[src/rtl/wind_defs.sv]
// Shared angle constants and averager state encoding.
// The rect-to-polar wind path uses the same angle constants.
package wind_defs;

  localparam logic signed [15:0] DEG180_9Q7 = 16'sd23040;
  localparam logic signed [16:0] DEG360_9Q7 = 17'sd46080;

  localparam logic [1:0] ST_IDLE_ENC  = 2'd0;
  localparam logic [1:0] ST_ACCUM_ENC = 2'd1;
  localparam logic [1:0] ST_DONE_ENC  = 2'd2;

  typedef enum logic [1:0] {
    ST_IDLE  = ST_IDLE_ENC,
    ST_ACCUM = ST_ACCUM_ENC,
    ST_DONE  = ST_DONE_ENC
  } state_e;

endpackage

[src/rtl/wind_angle_wrap.sv]
// Folds a signed 9Q7 angle into (-180, +180] degrees.
// The input must lie within (-540, +540] degrees, so one fold suffices.
module wind_angle_wrap
  import wind_defs::*;
#(
  parameter int W = 18
) (
  input  logic signed [W-1:0] ang_i,
  output logic signed [15:0]  ang_o
);

  localparam logic signed [W-1:0] HALF = W'(DEG180_9Q7);
  localparam logic signed [W-1:0] FULL = W'(DEG360_9Q7);

  logic signed [W-1:0] t;

  // -180 itself folds up to +180 so the range is half-open at the bottom
  always_comb begin
    t = ang_i;
    if (ang_i > HALF) begin
      t = ang_i - FULL;
    end else if (ang_i <= -HALF) begin
      t = ang_i + FULL;
    end
  end

  assign ang_o = 16'(t);

endmodule

[src/rtl/wind_avg.sv]
// Windowed mean speed / gust / wrap-aware mean direction over 2**LOG2N samples.
// Define WIND_GUST_EN to track the per-window peak speed on gust_speed.
module wind_avg
  import wind_defs::*;
#(
  parameter int LOG2N = 4
) (
  input  logic               clock,
  input  logic               reset,
  input  logic               clear,
  input  logic               in_valid,
  input  logic [15:0]        speed,
  input  logic signed [15:0] direction,
  output logic [15:0]        avg_speed,
  output logic [15:0]        gust_speed,
  output logic signed [15:0] avg_direction,
  output logic               out_valid,
  output logic [LOG2N:0]     sample_cnt
);

  localparam int N  = 1 << LOG2N;
  localparam int CW = LOG2N + 1;
  localparam int SW = 16 + LOG2N;
  localparam int DW = 17 + LOG2N;

  state_e               state_q, state_d;
  logic signed [15:0]   ref_dir_q, ref_dir_d;
  logic [SW-1:0]        acc_spd_q, acc_spd_d;
  logic signed [DW-1:0] acc_dlt_q, acc_dlt_d;
  logic [CW-1:0]        cnt_q, cnt_d;
  logic [15:0]          avg_spd_q, avg_spd_d;
  logic signed [15:0]   avg_dir_q, avg_dir_d;
  logic                 out_valid_q, out_valid_d;

  logic                 take_first;
  logic                 acc_en;
  logic                 drop;

  logic signed [17:0]   dir_x;
  logic signed [17:0]   ref_x;
  logic signed [15:0]   dlt_fold;
  logic signed [16:0]   dlt_mean;
  logic signed [17:0]   dir_sum;
  logic signed [15:0]   dir_fold;

  assign dir_x = {{2{direction[15]}}, direction};
  assign ref_x = {{2{ref_dir_q[15]}}, ref_dir_q};

  // Deltas are taken against the window's first angle so +/-180 crossings average correctly
  wind_angle_wrap #(.W(18)) u_dlt_fold (
    .ang_i (dir_x - ref_x),
    .ang_o (dlt_fold)
  );

  assign dlt_mean = 17'(acc_dlt_q >>> LOG2N);
  assign dir_sum  = ref_x + {dlt_mean[16], dlt_mean};

  wind_angle_wrap #(.W(18)) u_out_fold (
    .ang_i (dir_sum),
    .ang_o (dir_fold)
  );

  // Next-state: window bookkeeping, and output capture in the DONE cycle
  always_comb begin
    state_d     = state_q;
    ref_dir_d   = ref_dir_q;
    acc_spd_d   = acc_spd_q;
    acc_dlt_d   = acc_dlt_q;
    cnt_d       = cnt_q;
    avg_spd_d   = avg_spd_q;
    avg_dir_d   = avg_dir_q;
    out_valid_d = 1'b0;
    take_first  = 1'b0;
    acc_en      = 1'b0;
    drop        = 1'b0;

    unique case (state_q)
      ST_IDLE: begin
        take_first = in_valid && !clear;
      end
      ST_ACCUM: begin
        if (clear) begin
          drop = 1'b1;
        end else if (in_valid) begin
          acc_en    = 1'b1;
          acc_spd_d = acc_spd_q + {{LOG2N{1'b0}}, speed};
          acc_dlt_d = acc_dlt_q + {{(DW-16){dlt_fold[15]}}, dlt_fold};
          cnt_d     = cnt_q + CW'(1);
          if (cnt_q == CW'(N - 1)) begin
            state_d = ST_DONE;
          end
        end
      end
      ST_DONE: begin
        avg_spd_d   = 16'(acc_spd_q >> LOG2N);
        avg_dir_d   = dir_fold;
        out_valid_d = 1'b1;
        if (in_valid && !clear) begin
          take_first = 1'b1;
        end else begin
          drop = 1'b1;
        end
      end
      default: begin
        drop = 1'b1;
      end
    endcase

    if (take_first) begin
      state_d   = ST_ACCUM;
      ref_dir_d = direction;
      acc_spd_d = {{LOG2N{1'b0}}, speed};
      acc_dlt_d = '0;
      cnt_d     = CW'(1);
    end

    if (drop) begin
      state_d   = ST_IDLE;
      acc_spd_d = '0;
      acc_dlt_d = '0;
      cnt_d     = '0;
    end
  end

  // State and output registers
  always_ff @(posedge clock) begin
    if (reset) begin
      state_q     <= ST_IDLE;
      ref_dir_q   <= '0;
      acc_spd_q   <= '0;
      acc_dlt_q   <= '0;
      cnt_q       <= '0;
      avg_spd_q   <= '0;
      avg_dir_q   <= '0;
      out_valid_q <= 1'b0;
    end else begin
      state_q     <= state_d;
      ref_dir_q   <= ref_dir_d;
      acc_spd_q   <= acc_spd_d;
      acc_dlt_q   <= acc_dlt_d;
      cnt_q       <= cnt_d;
      avg_spd_q   <= avg_spd_d;
      avg_dir_q   <= avg_dir_d;
      out_valid_q <= out_valid_d;
    end
  end

`ifdef WIND_GUST_EN
  logic [15:0] gmax_q, gmax_d;
  logic [15:0] gust_q, gust_d;

  // Running peak: first sample seeds it, published with the averages
  always_comb begin
    gmax_d = gmax_q;
    gust_d = gust_q;
    if (state_q == ST_DONE) begin
      gust_d = gmax_q;
    end
    if (take_first) begin
      gmax_d = speed;
    end else if (acc_en && (speed > gmax_q)) begin
      gmax_d = speed;
    end
  end

  // Peak registers
  always_ff @(posedge clock) begin
    if (reset) begin
      gmax_q <= '0;
      gust_q <= '0;
    end else begin
      gmax_q <= gmax_d;
      gust_q <= gust_d;
    end
  end

  assign gust_speed = gust_q;
`else
  assign gust_speed = 16'd0;
`endif

  assign avg_speed     = avg_spd_q;
  assign avg_direction = avg_dir_q;
  assign out_valid     = out_valid_q;
  assign sample_cnt    = cnt_q;

endmodule
[config.mk]
export PLATFORM = sky130hd
export DESIGN_NAME = wind_avg
export DESIGN_NICKNAME = d
export VERILOG_FILES = /design/src/rtl/wind_defs.sv /design/src/rtl/wind_angle_wrap.sv /design/src/rtl/wind_avg.sv
export SDC_FILE = /design/constraint.sdc
export NUM_CORES = 1
export LEC_CHECK = 0
export CORE_UTILIZATION = 30
export CTS_BUF_LIST = sky130_fd_sc_hd__clkbuf_4 sky130_fd_sc_hd__clkbuf_8
export CTS_CLUSTER_DIAMETER = 50
export DETAILED_ROUTE_END_ITERATION = 8
export GPL_ROUTABILITY_DRIVEN = 0
export GPL_TIMING_DRIVEN = 1
export PLACE_DENSITY = 0.58
export REMOVE_ABC_BUFFERS = 1
export SYNTH_ARGS = -nofsm -noshare
export SYNTH_HDL_FRONTEND = slang
export SYNTH_SLANG_ARGS = --single-unit
[constraint.sdc]
create_clock -name clock -period 9.42 [get_ports clock]
set_clock_uncertainty 0.15 [all_clocks]
set_input_delay 0.942 -clock clock [delete_from_list [all_inputs] [get_ports clock]]
set_output_delay 0.942 -clock clock [all_outputs]
set_load 0.05 [all_outputs]
==> metrics.md, run 1 <==
| Metric | Value |
|---|---|
| Most instantiated cells after synthesis | nand2_1, a21oi_1, dfxtp_1 |
| FF+latch area | 0.001942 mm^2 |
| Layout cells sized above 1 | 5.453% |
| Core region area | 0.02540 mm^2 |
| Rel. slew slack | 39.33% |
| Filler Cell Count | 2,727 |
| Clock share of power | 23.9% |
| Sequential cell area fraction in the yosys report | 24.78% |
| Slowest cell on the critical path | a2111oi_0 |
| Distinct cell type count after synthesis | 86 |
| Logic pwr share | 36.9% |
| Wire length on met2 | 9.206 mm |
| WP buf/inv | 2 |
| Routed vias | 7,245 |
| Synth top area share | 24.78% |
| DP Wirelength | 15.14 mm |
| Clock root buffer | clkbuf_8 |
| Status | finished clean |
| Post-route clock period utilization | 72.11% |
| Area leader, netlist | dfxtp_1 |
| Initial antenna violation count | 0 |
| Max layer used | met4 |
| Tot Pwr | 1.100 mW |
| WL/cell | 14.50 um |
| Crit path max-delay family | compound AO/OA/AOI/OAI gates |
| Leak | 3.474 nW |
| Synth Instances | 1,027 |
| Final min period | 6.793 ns |
| Die H | 163.6 um |
| Clk buf depth | 2 |
| Final-report setup violation count | 0 |
| Crit-path most repeated cell | a21oi_1 |
| Input/output buffers | 73 |
| Detail Route Antenna Nets | 0 |
| Crit path DAT | 6.96 ns |
| Setup TNS | 0 ns |
| Die width | 163.6 um |
| Largest net degree at the start of global routing | 54 |
| Pwr dens | 122.1 mW/mm^2 |
| Resized cells post-CTS | 0 |
| Footprint of the multi-input gates | 0.005500 mm^2 |
| Post-CTS Hold Fix Bufs | 0 |
| P&R area growth vs syn | 14.98% |
| Fin. Hold Viols | 0 |
| H-tree depth | 3 |
| Seq cells post-synth | 97 |
| Fmax | 147.2 MHz |
| Total of max-cap violations | 0 |
| Metal3 WL | 815 um |
| Gr ovfl total | 0 |
| Clock Latency Late Sink | 0.39 ns |
| Synth area leaders | dfxtp_1, ha_1, nand2_1 |
| Post-synth EDFFs | 0 |
| Reg power frac | 39.2% |
| Via density | 5.131 |
| Post-CTS setup buffers | 0 |
| CP Launch Type | primary input |
| Psw | 0.4115 mW |
| First-pass GRT wire length | 34.11 mm |
| Syn avg cell area | 7.629 um^2 |
| CTS tree | done |
| Actual slew at the worst max-slew pin | 0.9100 ns |
| Netlist Area Pre-Place | 0.007835 mm^2 |
| Vias in the first global route | 6,998 |
| Worst hold path class | register to register |
| Ys async rst share | 0% |
| Row count | 58 |
| Total CTS buffers | 9 |
| DRT iter0 DRCs | 297 |
| Internal power | 0.6883 mW |
| Critical path type | primary input to register |
| Sw Share | 37.41% |
| Main synth FF type | dfxtp_1 |
| Endpoint type of the worst setup path | register |
| Initial Util | 30.85% |
| Final Slew Violations | 0 |
| RSZ-0062 raised after global routing | false |
| TritonRoute pass-1 iters | 4 |
| Clock transition at path regs | 0.11 ns |
| # nets final | 1,199 |
| Max FO, Critical Path | 10 |
| WL final | 20.47 mm |
| Residual DRC count | 0 |
| Most numerous cell in the Yosys netlist | nand2_1 |
| GRT Util Overall | 15.68% |
| N_diodes | 0 |
| I/O pins | 90 |
| Clock sink count | 97 |
| Max stage delay on crit path | 0.48 ns |
| Worst EP required | 9.58 ns |
| Maximum vdd drop | 0.00007115 V |
| WL met1 | 10.25 mm |
| Yosys warns | 0 |
| Area of the die | 0.02677 mm^2 |
==> logic make-up after synthesis <==
| logic type | synth area share, % |
|---|---|
| adder cells (fa/ha/maj) | 13.96 |
| buffers and inverters | 6.084 |
| AND/OR/NAND/NOR | 21.51 |
| flip-flops | 24.78 |
| other | 0.04786 |
| AO/OA/AOI/OAI | 26.54 |
| multiplexers | 0.6548 |
| XOR/XNOR | 6.420 |
==> worst reg2reg max path: cells and delay by family, from the launching register on <==
kind | cells | cell delay (ns)
DFF | 1 | 0.46
buffers and inverters | 2 | 0.27
xor gates and xnor gates | 3 | 0.74
adders and majority gates | 3 | 0.93
AOI/OAI and AO/OA | 14 | 2.87
and+or+nand+nor | 5 | 0.81
==> sequential cells by signal, summed over array words and instances (netlist names) <==
signal	flops
avg_direction	16
sample_cnt	5
out_valid	1
state_q	2
avg_speed	16
acc_dlt_q	21
ref_dir_q	16
acc_spd_q	20
==> power groups by stage <==
stage                     clock (mW)  sequential (mW)  combinational [mW]
after CTS                      0.275            0.431               0.404
after global routing           0.292            0.433               0.453
after global placement             0            0.440               0.399
after floorplan                    0            0.438               0.310
after detailed placement           0            0.440               0.400
final                          0.263            0.431               0.406
==> placed cells by master (no fill, tap or decap), drive strengths merged, types with 9 or more instances in the layout <==
master	synthesis	layout
nand2	158	158
a21oi	118	118
dfxtp	97	97
ha	81	81
nor2	79	79
clkdlybuf4s50	0	72
inv	52	53
o21ai	49	49
xnor2	34	34
nor3	29	29
xor2	20	20
a21o	19	19
a211oi	19	19
nand3	18	18
conb	1	16
a311oi	11	11
nand2b	10	10
clkbuf	33	10
o211ai	10	10
a21boi	9	9
o21bai	9	9
nor2b	9	9
buf	23	9
==> per-stage QoR <==
step	worst slack, ns	cells	utilization, %	instance area, um^2	hold slack, ns
floorplan	3.414	986	-	7610	0.2840
global placement	2.512	1397	34.79	8836	0.2971
detailed placement	2.307	1397	34.79	8836	0.2984
CTS	2.671	1412	35.47	9009	0.3150
global route	2.050	1412	35.47	9009	0.3365
finish	2.627	1412	35.47	9009	0.3149
==> metal layers <==
layer,global-route usage [%],vias to the layer above
met3,2.616,13
li1,-,3754
met2,25.42,125
met5,0,-
met4,3.409,0
met1,21.61,3353
==> layout make-up <==
| cell class | instances | share of cell area, % |
|---|---|---|
| Timing Repair Buffer | 81 | 8.722 |
| Sequential cell | 97 | 21.56 |
| Clock buffer | 10 | 1.458 |
| Inverter | 52 | 2.167 |
| Multi-Input combinational cell | 837 | 61.06 |
| Tap cell | 330 | 4.583 |
| Clock inverter | 5 | 0.4583 |
==> worst paths after layout <==
path | depth (start not counted) | slack, ns | startpoint | end
setup / recovery | 27 | 2.63 | direction[5] | acc_dlt_q[20]
hold / removal | 2 | 0.31 | avg_direction[9] | avg_direction[9]
setup reg to reg | 27 | 3.12 | ref_dir_q[5] | acc_dlt_q[20]
hold reg to reg | 2 | 0.31 | avg_direction[9] | avg_direction[9]
No activity file was read; power rests on OpenSTA's default activity.
==> run 2: changes to the inputs <==
- clock period: 9.42 -> 6.8 ns (I/O delays scaled with it)
==> metrics.md, run 2 (synthesis gave the netlist of run 1 again) <==
| Metric | Value |
|---|---|
| Status | finished clean (unchanged) |
| Row count | 58 (unchanged) |
| Fmax | 158.3 MHz |
| Layout cells sized above 1 | 5.806% (was 5.453%) |
| RSZ-0062 raised after global routing | false (unchanged) |
| Maximum vdd drop | 0.00008800 V (was 0.00007115 V) |
| Crit path DAT | 6.48 ns (was 6.96 ns) |
| Fin. Hold Viols | 0 (unchanged) |
| Input/output buffers | 73 (unchanged) |
| Max reg flops | 21 (unchanged) |
| Final Slew Violations | 0 (unchanged) |
| Actual slew at the worst max-slew pin | 0.9537 ns (was 0.9100 ns) |
| Detail Route Antenna Nets | 0 (unchanged) |
| P&R area growth vs syn | 15.54% (was 14.98%) |
| Filler Cell Count | 2,728 (was 2,727) |
| CP Launch Type | primary input (unchanged) |
| Initial Util | 30.85% (unchanged) |
| Post-CTS Hold Fix Bufs | 0 (unchanged) |
| Post-Place Cell Area | 0.008851 mm^2 (was 0.008836 mm^2) |
| Crit-path most repeated cell | a21oi_1 (unchanged) |
| H-tree depth | 3 (unchanged) |
| WP buf/inv | 3 (was 2) |
| Slowest cell on the critical path | clkdlybuf4s50_1 (was a2111oi_0) |
| # nets final | 1,201 (was 1,199) |
| Clk buf depth | 2 (unchanged) |
| Post-route clock period utilization | 92.89% |
| DP Wirelength | 15.22 mm (was 15.14 mm) |
| Leak | 3.507 nW (was 3.474 nW) |
| Crit path max-delay family | compound AO/OA/AOI/OAI gates (unchanged) |
| Rel. slew slack | 36.32% (was 39.33%) |
| Die width | 163.6 um (unchanged) |
| Die H | 163.6 um (unchanged) |
| Max stage delay on crit path | 0.42 ns (was 0.48 ns) |
| Gr ovfl total | 0 (unchanged) |
| Critical path type | primary input to register (unchanged) |
| Clock transition at path regs | 0.11 ns (about the same) |
| Commonest non-fill, non-tap cell in the layout | nand2_1 (unchanged) |
| CTS tree | done (unchanged) |
| First-pass GRT wire length | 33.92 mm (was 34.11 mm) |
| Initial antenna violation count | 0 (unchanged) |
| Residual DRC count | 0 (unchanged) |
| Critical path depth | 27 (unchanged) |
| FF-to-FF path depth | 27 (unchanged) |
| Max FO, Critical Path | 6 (was 10) |
| Via density | 5.109 (was 5.131) |
| Most frequent cells in the layout | nand2_1, a21oi_1, dfxtp_1 (unchanged) |
| Clock Latency Late Sink | 0.40 ns (was 0.39 ns) |
| Endpoint type of the worst setup path | register (unchanged) |
| Post-CTS setup buffers | 0 (unchanged) |
| Setup TNS | 0 ns (unchanged) |
| Largest regs | acc_dlt_q (21), acc_spd_q (20) (unchanged) |
| Final min period | 6.316 ns |
| Design Area, Final | 0.009052 mm^2 (was 0.009009 mm^2) |
| DRT iter0 DRCs | 349 (was 297) |
| Pwr dens | 173.0 mW/mm^2 (was 122.1 mW/mm^2) |
| Final-report setup violation count | 0 (unchanged) |
| Routed vias | 7,229 (was 7,245) |
| GRT Util Overall | 15.73% (was 15.68%) |
| Vias in the first global route | 6,925 (was 6,998) |
| WL final | 20.26 mm (was 20.47 mm) |
| Largest net degree at the start of global routing | 53 (was 54) |
| N_diodes | 0 (unchanged) |
| Total CTS buffers | 9 (unchanged) |
| Worst hold path class | register to register (unchanged) |
| Area of the die | 0.02677 mm^2 (unchanged) |
| Most flop-heavy register | acc_dlt_q (unchanged) |
| Core region area | 0.02540 mm^2 (unchanged) |
| TritonRoute pass-1 iters | 5 (was 4) |
| Clock root buffer | clkbuf_8 (unchanged) |
| Clock sink count | 97 (unchanged) |
| Worst EP required | 6.97 ns (was 9.58 ns) |
| Total of max-cap violations | 0 (unchanged) |
| WL/cell | 14.32 um (was 14.50 um) |
| Hold path depth | 2 (unchanged) |
| I/O pins | 90 (unchanged) |
[run 2: cell type report]
type,instances,area [um^2],area share (%)
Sequential cell,97,1942,21.45
Inverter,52,195.2,2.156
Multi-Input combinational cell,837,5504,60.80
Clock buffer,10,131.4,1.451
Tap cell,330,412.9,4.561
Timing Repair Buffer,83,800.8,8.846
Clock inverter,6,66.31,0.7326
[run 2: metrics by stage]
| stage | hold WS, ns | instances | power, mW | setup slack, ns | util, % |
|---|---|---|---|---|---|
| final | 0.3088 | 1415 | 1.566 | 0.4836 | 35.64 |
| after global routing | 0.3378 | 1415 | 1.676 | 0.02319 | 35.64 |
| after CTS | 0.3148 | 1415 | 1.580 | 0.4160 | 35.63 |
| after detailed placement | 0.2982 | 1399 | 1.171 | 0.02741 | 34.85 |
| after global placement | 0.2964 | 1399 | 1.170 | 0.1937 | 34.85 |
| after floorplan | 0.2840 | 986 | 1.036 | 1.056 | - |
[run 2: path summary, 6_finish.rpt]
kind / startpoint / to / slack, ns
setup / recovery: direction[0] / acc_dlt_q[20] / 0.48
hold / removal: avg_direction[9] / avg_direction[9] / 0.31
setup reg to reg: ref_dir_q[5] / acc_dlt_q[20] / 0.78
hold reg to reg: avg_direction[9] / avg_direction[9] / 0.31
[run 2: repair_timing]
item | CTS | global route
resized for setup | 0 | 2
setup endpoints to repair | 0 | 1
endpoints found under the hold margin | 0 | 0
[run 2: routing by layer]
layer	GRT usage, %	vias to the layer above	part of all wire [%]
met5	0	-	0
met4	3.998	0	1.0
met3	2.946	12	4.2
met2	25.71	116	45
met1	21.08	3347	50
li1	-	3754	-
[run 2: power by group]
part           switching [mW]  total, mW  internal (mW)
sequential             0.0150      0.597          0.582
combinational           0.329      0.568          0.239
clock                   0.225      0.401          0.176
total                   0.569       1.57          0.997
[run 2: worst register-to-register path, delay by kind of cell (launching register included)]
family          cells  cell delay, ns
compound gates     14            2.64
buf+inv             2            0.19
flops               1            0.45
fa+ha+maj           3            0.98
simple gates        5            0.90
xor+xnor            3            0.65
==> run 3: changes to the inputs <==
- ABC_AREA: default -> 1
- CAP_MARGIN: default -> 40
- CORE_ASPECT_RATIO: default -> 1.2
==> metrics.md, run 3 <==
| Metric | Value |
|---|---|
| Final-report setup violation count | 0 (unchanged) |
| Most instantiated cells after synthesis | nand2_1, inv_1, nor2_1 (was nand2_1, a21oi_1, dfxtp_1) |
| N_diodes | 0 (unchanged) |
| H-tree depth | 3 (unchanged) |
| WL final | 21.95 mm (was 20.26 mm) |
| Ys async rst share | 0% (unchanged) |
| Mux share of post-synthesis cell area | 0.1196% (was 0.6547%) |
| I/O pins | 90 (unchanged) |
| Netlist Area Pre-Place | 0.008367 mm^2 (was 0.007835 mm^2) |
| DP Wirelength | 17.42 mm (was 15.22 mm) |
| Total of max-cap violations | 0 (unchanged) |
| Psw | 0.7043 mW (was 0.5687 mW) |
| CP Launch Type | primary input (unchanged) |
| Reg-to-reg critical path startpoint | ref_dir_q[10] (was ref_dir_q[5]) |
| Max FO, Critical Path | 4 (was 6) |
| Resized cells post-CTS | 0 (unchanged) |
| Total CTS buffers | 9 (unchanged) |
| Worst EP required | 6.94 ns (was 6.97 ns) |
| CTS tree | done (unchanged) |
| Row count | 66 (was 58) |
| Commonest non-fill, non-tap cell in the layout | nand2_1 (unchanged) |
| Yosys warns | 0 (unchanged) |
| Complex-gate fraction of the synthesized area | 16.09% (was 26.54%) |
| Rel. slew slack | 52.12% (was 36.32%) |
| DRT iter0 DRCs | 363 (was 349) |
| Layout cells sized above 1 | 4.255% (was 5.806%) |
| Initial Util | 30.70% (was 30.85%) |
| Clock share of power | 25.0% (was 25.6%) |
| Place WS | 1.546 ns (was 0.02741 ns) |
| Initial antenna violation count | 0 (unchanged) |
| Min-delay src | avg_direction[11] (was avg_direction[9]) |
| Final min period | 4.853 ns (was 6.316 ns) |
| Via density | 4.737 (was 5.109) |
| Endpoint type of the worst setup path | register (unchanged) |
| Clock root buffer | clkbuf_8 (unchanged) |
| Internal power | 1.013 mW (was 0.9972 mW) |
| Non-Filler Instances | 1,750 (was 1,415) |
| Synth Instances | 1,342 (was 1,027) |
| First-pass GRT wire length | 36.90 mm (was 33.92 mm) |
| RSZ-0062 raised after global routing | false (unchanged) |
| Die H | 184.9 um (was 163.6 um) |
| Core region area | 0.02725 mm^2 (was 0.02540 mm^2) |
| Gr ovfl total | 0 (unchanged) |
| Most frequent cells in the layout | nand2_1, inv_1, nor2_1 (was nand2_1, a21oi_1, dfxtp_1) |
| Most numerous cell in the Yosys netlist | nand2_1 (unchanged) |
| Synth area leaders | dfxtp_1, nand2_1, ha_1 (was dfxtp_1, ha_1, nand2_1) |
| Actual slew at the worst max-slew pin | 0.7173 ns (was 0.9537 ns) |
| Post-CTS setup buffers | 0 (unchanged) |
| Routed vias | 8,289 (was 7,229) |
| Placed Instances | 1,734 (was 1,399) |
| Critical path type | primary input to register (unchanged) |
| CP startpoint | direction[0] (unchanged) |
| Clock sink count | 97 (unchanged) |
| Input/output buffers | 73 (unchanged) |
| Synth top area share | 23.21% (was 24.78%) |
| # nets final | 1,526 (was 1,201) |
| Distinct cell type count after synthesis | 44 (was 86) |
| TritonRoute pass-1 iters | 5 (unchanged) |
| Area leader, netlist | dfxtp_1 (unchanged) |
| Largest regs | acc_dlt_q (21), acc_spd_q (20) (unchanged) |
| Clock transition at path regs | 0.11 ns (about the same) |
| Worst Slack Setup Final | 1.947 ns (was 0.4836 ns) |
| Syn avg cell area | 6.235 um^2 (was 7.629 um^2) |
| Area of the die | 0.02856 mm^2 (was 0.02677 mm^2) |
| Sw Share | 41.02% (was 36.32%) |
| Residual DRC count | 0 (unchanged) |
| Status | finished clean (unchanged) |
| Most flop-heavy register | acc_dlt_q (unchanged) |
| Fmax | 206.0 MHz (was 158.3 MHz) |
| Fin. Hold Viols | 0 (unchanged) |
| Reg power frac | 35.2% (was 38.1%) |
| Post-Synth XOR/XNOR Area | 4.920% (was 6.420%) |
| Largest family of logic cells by synthesized area | simple AND/OR/NAND/NOR gates (was compound AO/OA/AOI/OAI gates) |
| Sequential cell area fraction in the yosys report | 23.21% (was 24.78%) |
| Clk buf depth | 2 (unchanged) |
| Detail Route Antenna Nets | 0 (unchanged) |
| GRT Util Overall | 15.92% (was 15.73%) |
| Clock Latency Late Sink | 0.40 ns (about the same) |
| Final Slew Violations | 0 (unchanged) |
| Maximum vdd drop | 0.0001195 V (was 0.00008800 V) |
| Post-synth EDFFs | 0 (unchanged) |
| Main synth FF type | dfxtp_1 (unchanged) |
| Adder-cell share of the synthesized area | 13.07% (was 13.96%) |
| P&R area growth vs syn | 15.27% (was 15.54%) |
| Leak | 4.824 nW (was 3.507 nW) |
| Logic pwr share | 39.8% (was 36.3%) |
| Crit-path most repeated cell | nand2_1 (was a21oi_1) |
| Crit path DAT | 5.00 ns (was 6.48 ns) |
| Max stage delay on crit path | 0.44 ns (was 0.42 ns) |
| Pwr dens | 178.0 mW/mm^2 (was 173.0 mW/mm^2) |
| Largest net degree at the start of global routing | 52 (was 53) |
| Filler Cell Count | 3,001 (was 2,728) |
| Vias in the first global route | 7,761 (was 6,925) |
| Seq cells post-synth | 97 (unchanged) |
| WL/cell | 12.54 um (was 14.32 um) |
| Post-Synth Simple-Gate Area | 31.58% (was 21.51%) |
| Slowest cell on the critical path | fa_1 (was clkdlybuf4s50_1) |
| Post-route clock period utilization | 71.37% (was 92.89%) |
| Die width | 154.5 um (was 163.6 um) |
| Post-CTS Hold Fix Bufs | 0 (unchanged) |
| Setup TNS | 0 ns (unchanged) |
| Worst hold path class | register to register (unchanged) |
| Max reg flops | 21 (unchanged) |
## run 3: cells by family (layout without fill, tap and decap cells)
kind of cell,Yosys count,count (layout)
simple gates,629,629
compound gates,254,254
buf+inv,228,281
flops,97,97
fa+ha+maj,85,85
xor+xnor,47,47
other cells,1,16
mux,1,1
## run 3: metrics by stage
step / util (%) / hold WS, ns / area (um^2) / total power, mW
floorplan: - / 0.2953 / 8200 / 1.138
CTS: 35.39 / 0.3209 / 9644 / 1.730
global placement: 34.48 / 0.3055 / 9397 / 1.292
finish: 35.39 / 0.3231 / 9644 / 1.717
detailed placement: 34.59 / 0.3061 / 9427 / 1.298
global route: 35.39 / 0.3444 / 9644 / 1.853
## run 3: area by class of cell
type,instances,area [um^2],area share [%]
clock buffers,9,123.9,1.284
clock inverters,7,93.84,0.9730
inverters,185,694.4,7.200
multi-input cells,1032,5567,57.72
flip-flops and latches,97,1942,20.13
well taps,340,425.4,4.411
repair buffers,80,798.3,8.277
## run 3: worst max-delay path: cells and delay by family
family                     cells  cell delay (ns)
xor gates and xnor gates       2             0.42
and+or+nand+nor               14             1.26
AOI/OAI and AO/OA              5             0.84
adders and majority gates      3             0.93
buffers and inverters          7             0.86
## run 3: power groups by stage
stage | clock [mW] | combinational [mW] | sequential, mW
5_1_grt | 0.465 | 0.780 | 0.607
3_5_place_dp | 0 | 0.681 | 0.617
4_1_cts | 0.442 | 0.684 | 0.605
2_1_floorplan | 0 | 0.527 | 0.611
3_3_place_gp | 0 | 0.675 | 0.617
6_report | 0.429 | 0.683 | 0.605
## run 3: layer usage
layer  routed length, um  global-route usage (%)  vias to the layer above
li1                    -                       -                     4436
met3                 532                   1.310                       28
met5                   0                       0                        -
met2               10440                   28.40                      130
met1               10540                   20.10                     3695
met4                 438                   5.347                        0
## run 3: worst paths after layout
path | slack, ns | to | cells after the start
worst min-delay path | 0.32 | avg_direction[11] | 2
worst max register to register | 2.26 | acc_dlt_q[18] | 28
worst max-delay path | 1.95 | acc_dlt_q[18] | 31
worst min register to register | 0.32 | avg_direction[11] | 2
